$ cat src/rtl/vga_timing_gen.sv
// vga_timing_gen: raster timing generator for the VGA pipeline.
// It produces the scan coordinates, the sync levels, the visible flag,
// the line/frame markers and a frame counter. Every output is registered
// and describes the coordinate pair loaded on the same clock edge.
module vga_timing_gen #(
    parameter int CLK_DIV     = 2,
    parameter int H_VIS       = 640,
    parameter int H_FP        = 16,
    parameter int H_SYNC      = 96,
    parameter int H_BP        = 48,
    parameter int V_VIS       = 480,
    parameter int V_FP        = 10,
    parameter int V_SYNC      = 2,
    parameter int V_BP        = 33,
    parameter int SYNC_ACTIVE = 0
) (
    input  logic        clk,
    input  logic        resetN,
    output logic [10:0] pixelX,
    output logic [10:0] pixelY,
    output logic        hsync,
    output logic        vsync,
    output logic        visible,
    output logic        pixelTick,
    output logic        startOfFrame,
    output logic        startOfLine,
    output logic [15:0] frameCount
);

    localparam int H_TOTAL  = H_VIS + H_FP + H_SYNC + H_BP;
    localparam int V_TOTAL  = V_VIS + V_FP + V_SYNC + V_BP;
    localparam int DIV_W    = (CLK_DIV > 1) ? $clog2(CLK_DIV) : 1;
    localparam int HS_FIRST = H_VIS + H_FP;
    localparam int HS_LAST  = H_VIS + H_FP + H_SYNC - 1;
    localparam int VS_FIRST = V_VIS + V_FP;
    localparam int VS_LAST  = V_VIS + V_FP + V_SYNC - 1;

    localparam logic [DIV_W-1:0] DIV_LAST = DIV_W'(CLK_DIV - 1);
    localparam logic [DIV_W-1:0] DIV_ONE  = DIV_W'(1);
    localparam logic [10:0]      X_LAST   = 11'(H_TOTAL - 1);
    localparam logic [10:0]      Y_LAST   = 11'(V_TOTAL - 1);
    localparam logic [10:0]      CNT_ONE  = 11'd1;
    localparam logic             SYNC_ON  = (SYNC_ACTIVE != 0) ? 1'b1 : 1'b0;
    localparam logic             SYNC_OFF = (SYNC_ACTIVE != 0) ? 1'b0 : 1'b1;

    // Inclusive range test on a coordinate; an empty range (hi < lo) never matches.
    function automatic logic in_window(input logic [10:0] v, input int lo, input int hi);
        return (int'(v) >= lo) && (int'(v) <= hi);
    endfunction

    logic [DIV_W-1:0] div_r;
    logic             tick_s;
    logic [10:0]      x_nx_s;
    logic [10:0]      y_nx_s;
    logic             sol_nx_s;
    logic             sof_nx_s;

    logic [10:0]      x_r;
    logic [10:0]      y_r;
    logic             hsync_r;
    logic             vsync_r;
    logic             visible_r;
    logic             tick_r;
    logic             sof_r;
    logic             sol_r;
    logic [15:0]      frame_count_r;

    // Pixel tick: the edge on which the divider sits at its last count.
    always_comb begin
        tick_s = (div_r == DIV_LAST);
    end

    // Next coordinate pair; any out-of-range value is treated as the wrap point
    // so the counters can never run past the raster.
    always_comb begin
        x_nx_s = x_r;
        y_nx_s = y_r;
        if (x_r >= X_LAST) begin
            x_nx_s = 11'd0;
            if (y_r >= Y_LAST) begin
                y_nx_s = 11'd0;
            end else begin
                y_nx_s = y_r + CNT_ONE;
            end
        end else begin
            x_nx_s = x_r + CNT_ONE;
        end
    end

    // Line and frame start markers for the coordinate that is about to load.
    always_comb begin
        sol_nx_s = (x_nx_s == 11'd0);
        sof_nx_s = (x_nx_s == 11'd0) && (y_nx_s == 11'd0);
    end

    // Clock divider producing one pixel tick every CLK_DIV clocks.
    always_ff @(posedge clk or negedge resetN) begin
        if (!resetN) begin
            div_r <= '0;
        end else if (tick_s) begin
            div_r <= '0;
        end else begin
            div_r <= div_r + DIV_ONE;
        end
    end

    // Coordinates, syncs, visible flag, markers and frame counter, all loaded
    // together so each flag describes the coordinate beside it.
    always_ff @(posedge clk or negedge resetN) begin
        if (!resetN) begin
            x_r           <= X_LAST;
            y_r           <= Y_LAST;
            hsync_r       <= SYNC_OFF;
            vsync_r       <= SYNC_OFF;
            visible_r     <= 1'b0;
            tick_r        <= 1'b0;
            sof_r         <= 1'b0;
            sol_r         <= 1'b0;
            frame_count_r <= 16'd0;
        end else if (tick_s) begin
            x_r       <= x_nx_s;
            y_r       <= y_nx_s;
            hsync_r   <= in_window(x_nx_s, HS_FIRST, HS_LAST) ? SYNC_ON : SYNC_OFF;
            vsync_r   <= in_window(y_nx_s, VS_FIRST, VS_LAST) ? SYNC_ON : SYNC_OFF;
            visible_r <= in_window(x_nx_s, 0, H_VIS - 1) && in_window(y_nx_s, 0, V_VIS - 1);
            tick_r    <= 1'b1;
            sof_r     <= sof_nx_s;
            sol_r     <= sol_nx_s;
            if (sof_nx_s) begin
                frame_count_r <= frame_count_r + 16'd1;
            end else begin
                frame_count_r <= frame_count_r;
            end
        end else begin
            tick_r <= 1'b0;
            sof_r  <= 1'b0;
            sol_r  <= 1'b0;
        end
    end

    assign pixelX       = x_r;
    assign pixelY       = y_r;
    assign hsync        = hsync_r;
    assign vsync        = vsync_r;
    assign visible      = visible_r;
    assign pixelTick    = tick_r;
    assign startOfFrame = sof_r;
    assign startOfLine  = sol_r;
    assign frameCount   = frame_count_r;

endmodule

$ cat config.mk
export PLATFORM = sky130hd
export DESIGN_NAME = vga_timing_gen
export DESIGN_NICKNAME = d
export VERILOG_FILES = /design/src/rtl/vga_timing_gen.sv
export SDC_FILE = /design/constraint.sdc
export NUM_CORES = 1
export LEC_CHECK = 0
export ABC_AREA = 0
export BUFFER_PORTS_ARGS = -buffer_cell sky130_fd_sc_hd__buf_2
export CORE_ASPECT_RATIO = 0.5
export CORE_MARGIN = 4
export CORE_UTILIZATION = 40
export DETAILED_ROUTE_END_ITERATION = 8
export GPL_ROUTABILITY_DRIVEN = 0
export GPL_TIMING_DRIVEN = 1
export RECOVER_POWER = 25
export SYNTH_ARGS = -nofsm -noshare
export SYNTH_HDL_FRONTEND = slang
export SYNTH_SLANG_ARGS = --single-unit
export TNS_END_PERCENT = 10
$ cat constraint.sdc
create_clock -name clk -period 5.29 [get_ports clk]
set_input_delay 0.7935 -clock clk [delete_from_list [all_inputs] [get_ports clk]]
set_output_delay 0.7935 -clock clk [all_outputs]
set_load 0.1 [all_outputs]
==> flow_summary.json <==
{
  "status": "finished with violations",
  "violations": "max-capacitance violations, max-slew violations",
  "cts-resized-gates": 0,
  "setup_tns_ns": 0,
  "clk_path_buf_depth": 2,
  "peakVddDrop_mv": 0.110,
  "drive_above_1_share": 0.264,
  "die-area_sq_mm": 0.00872,
  "antennaDiodeCount": 0,
  "grt_setup_unrepaired": "no",
  "grt_pass1_wl_mm": 12.2,
  "synth_area_per_cell_sq_um": 9.11,
  "port_buffers": 45,
  "vias": 2555,
  "p_sw_frac": 0.221,
  "worst_slew_pin_slew_ns": 2.40,
  "top_usage_layer": "met2",
  "firstDrtPassIters": 4,
  "hold_viol_final": 0,
  "netlist_area_sq_mm": 0.00289,
  "clock_sinks": 45,
  "start_util": 0.423,
  "synth_top_cell_area_share": 0.286,
  "placementRows": 21,
  "hpwlAfterDp_mm": 5.14,
  "maxSlewViolCount": 46,
  "io_pins": 46,
  "r2r-start": "div_r",
  "yosysSeqAreaShare": 0.395,
  "ys.flop_type": "dfrtp_1",
  "worst_r2r_endpoint": "frameCount[1]",
  "yosysWarnings": 0,
  "crit_slowest_cell": "clkbuf_1",
  "globalRouteTotalUtil": 0.180,
  "grt_antenna_before_repair": 0,
  "powerDensity_mw_per_mm2": 206,
  "die_y_um": 68.1,
  "start_kind": "flop",
  "area_delta_synth_final_pct": 12.5,
  "use_met2": 0.281,
  "grtUsageMet3": 0.0436,
  "placed_cell_area_sq_mm": 0.00310,
  "hold_class": "reg -> reg",
  "ys_ff_latch": 45,
  "cp_max_fo": 26,
  "max_freq_mhz": 253,
  "crit_type": "reg -> reg",
  "clkLatencyLatePin_ns": 0.30,
  "clockRootBuffer": "clkbuf_16",
  "p_leak_nw": 1.41,
  "cts_setup_buffers": 0,
  "syn-instance-count": 317,
  "timing.final.crit_share": 0.747,
  "nNetsFinal": 350,
  "layout_commonest_cell": "buf_2",
  "min_to": "frameCount[15]",
  "synth_top_area_cell": "dfrtp_1",
  "worstPathRequired_ns": 5.47,
  "routedWlPerCell_um": 16.9,
  "drv_cap": 1,
  "p_int_w": 0.000520,
  "hold_slack_ns": 0.466,
  "met1_usage": 0.239,
  "async_flop_share": 1.00,
  "post_cts_hold_buffer_count": 0,
  "ys_types": 66,
  "grt_overflow": 0,
  "grt_max_degree": 46,
  "max_slew_margin": -0.601,
  "core_area_sq_mm": 0.00683,
  "die_w_um": 128,
  "setup_viol": 0,
  "crit_arrival_ns": 4.13,
  "slowest_delay_ns": 0.83,
  "avgViaCountPerCell": 5.85,
  "reg2reg_depth": 7,
  "min_period_ns": 3.95,
  "power_switching_w": 0.000147,
  "cts_tree": "yes",
  "worstHoldStart": "frameCount[15]",
  "dr.first_iter.drc_count": 173,
  "pwr-share-seq": 0.516,
  "ant_nets": 0,
  "worstHoldPathCells": 1,
  "combPwrFrac": 0.010,
  "synth-edff-count": 0,
  "p_clk_frac": 0.474,
  "drc": 0,
  "fillers": 675,
  "final_cell_mix": "44 x buf_2, 33 x dfrtp_1, 28 x nand2_1, 22 x o21ai_0, 20 x nor2_1",
  "syn_nets": 323,
  "yosys-top-cells-area": "dfrtp_1 29%, dfstp_2 11%, xnor2_1 5.2%, o21ai_0 3.8%, nand2_1 3.6%",
  "path_clk_slew_ns": 0.07,
  "end_kind": "flop",
  "wl_mm": 7.40,
  "path_cells": "clkbuf_1 -> clkinv_1 -> nor3_2 -> a31oi_1 -> nor3_4 -> nand2_2 -> mux2_1",
  "fin_skew_ns": 0.00889,
  "cts_inserted_buffers": 5,
  "r2r_slack_ns": 1.34,
  "first_global_vias": 2394,
  "fin_area_sq_mm": 0.00325,
  "h-tree-depth": 2
}
-- power groups by stage --
stage               sequential, W  clock, W  combinational (W)
finish                   0.000344  0.000317         0.00000656
CTS                      0.000344  0.000328         0.00000746
detailed placement       0.000351         0         0.00000751
global route             0.000344  0.000343         0.00000829
global placement         0.000351         0         0.00000720
floorplan                0.000351         0     0.000000000612
-- synth_stat cells, drive strengths merged, types with 2 or more instances --
cell,n
nand2,29
ha,4
o2bb2ai,3
and3,14
mux2i,2
o21a,2
a31oi,4
a21oi,15
a21o,2
nor2b,3
nor2,21
a2111oi,3
nor4,6
dfrtp,33
a311oi,2
nand2b,2
mux2,3
or2,2
o211ai,5
dfstp,12
clkbuf,11
and4,2
nor3,4
o221ai,2
and2,4
nand4,15
a211oi,3
a22o,2
nand3,24
o21ai,23
or3,2
o41ai,3
buf,15
xnor2,17
inv,8
-- critical path: cells and delay by family, from the launching register on --
kind / cells / cell delay [ns]
compound gates: 1 / 0.20
buf+inv: 2 / 1.47
flops: 1 / 0.32
mux: 1 / 0.35
simple gates: 3 / 1.49
-- worst max-delay path by stage --
stage / start / end
after floorplan: pixelY[0] / frameCount[14]
after global placement: pixelX[0] / frameCount[1]
after detailed placement: pixelX[1] / frameCount[1]
after CTS: pixelX[1] / frameCount[1]
after global routing: div_r / frameCount[1]
final: div_r / frameCount[1]
-- through the flow --
step	util	power [W]	std cells	setup slack, ns
finish	0.475	0.000668	437	1.34
global route	0.475	0.000695	437	1.07
CTS	0.476	0.000680	437	1.62
detailed placement	0.454	0.000358	429	1.64
global placement	0.454	0.000358	429	1.80
floorplan	-	0.000351	317	2.12
-- logic make-up (layout without fill, tap and decap cells) --
family | count (synthesis) | count (layout) | share of synthesized area
and+or+nand+nor | 133 | 133 | 0.274
adders and majority gates | 4 | 4 | 0.0173
buffers and inverters | 35 | 63 | 0.0568
xor gates and xnor gates | 17 | 17 | 0.0516
DFF | 45 | 45 | 0.395
AOI/OAI and AO/OA | 78 | 78 | 0.187
muxes | 5 | 5 | 0.0186
-- state kept, by name, indices dropped and copies added (netlist names) --
signal / cells
visible: 1
hsync: 1
pixelY: 11
startOfLine: 1
pixelTick: 1
vsync: 1
startOfFrame: 1
div_r: 1
pixelX: 11
frameCount: 16
-- cell type report --
class / count / area (sq um) / share of cell area
Clock buffer: 5 / 125 / 0.0385
Sequential cell: 45 / 1140 / 0.351
Clock inverter: 3 / 22.5 / 0.00694
Tap cell: 92 / 115 / 0.0355
Inverter: 9 / 33.8 / 0.0104
Multi-Input combinational cell: 237 / 1580 / 0.487
Timing Repair Buffer: 46 / 228 / 0.0701
-- per-layer routing --
layer,part of all wire,vias to the layer above
met2,0.45,72
met4,0.015,0
met5,0,-
met3,0.051,10
met1,0.48,1249
li1,-,1224
No activity file was read; power rests on OpenSTA's default activity.
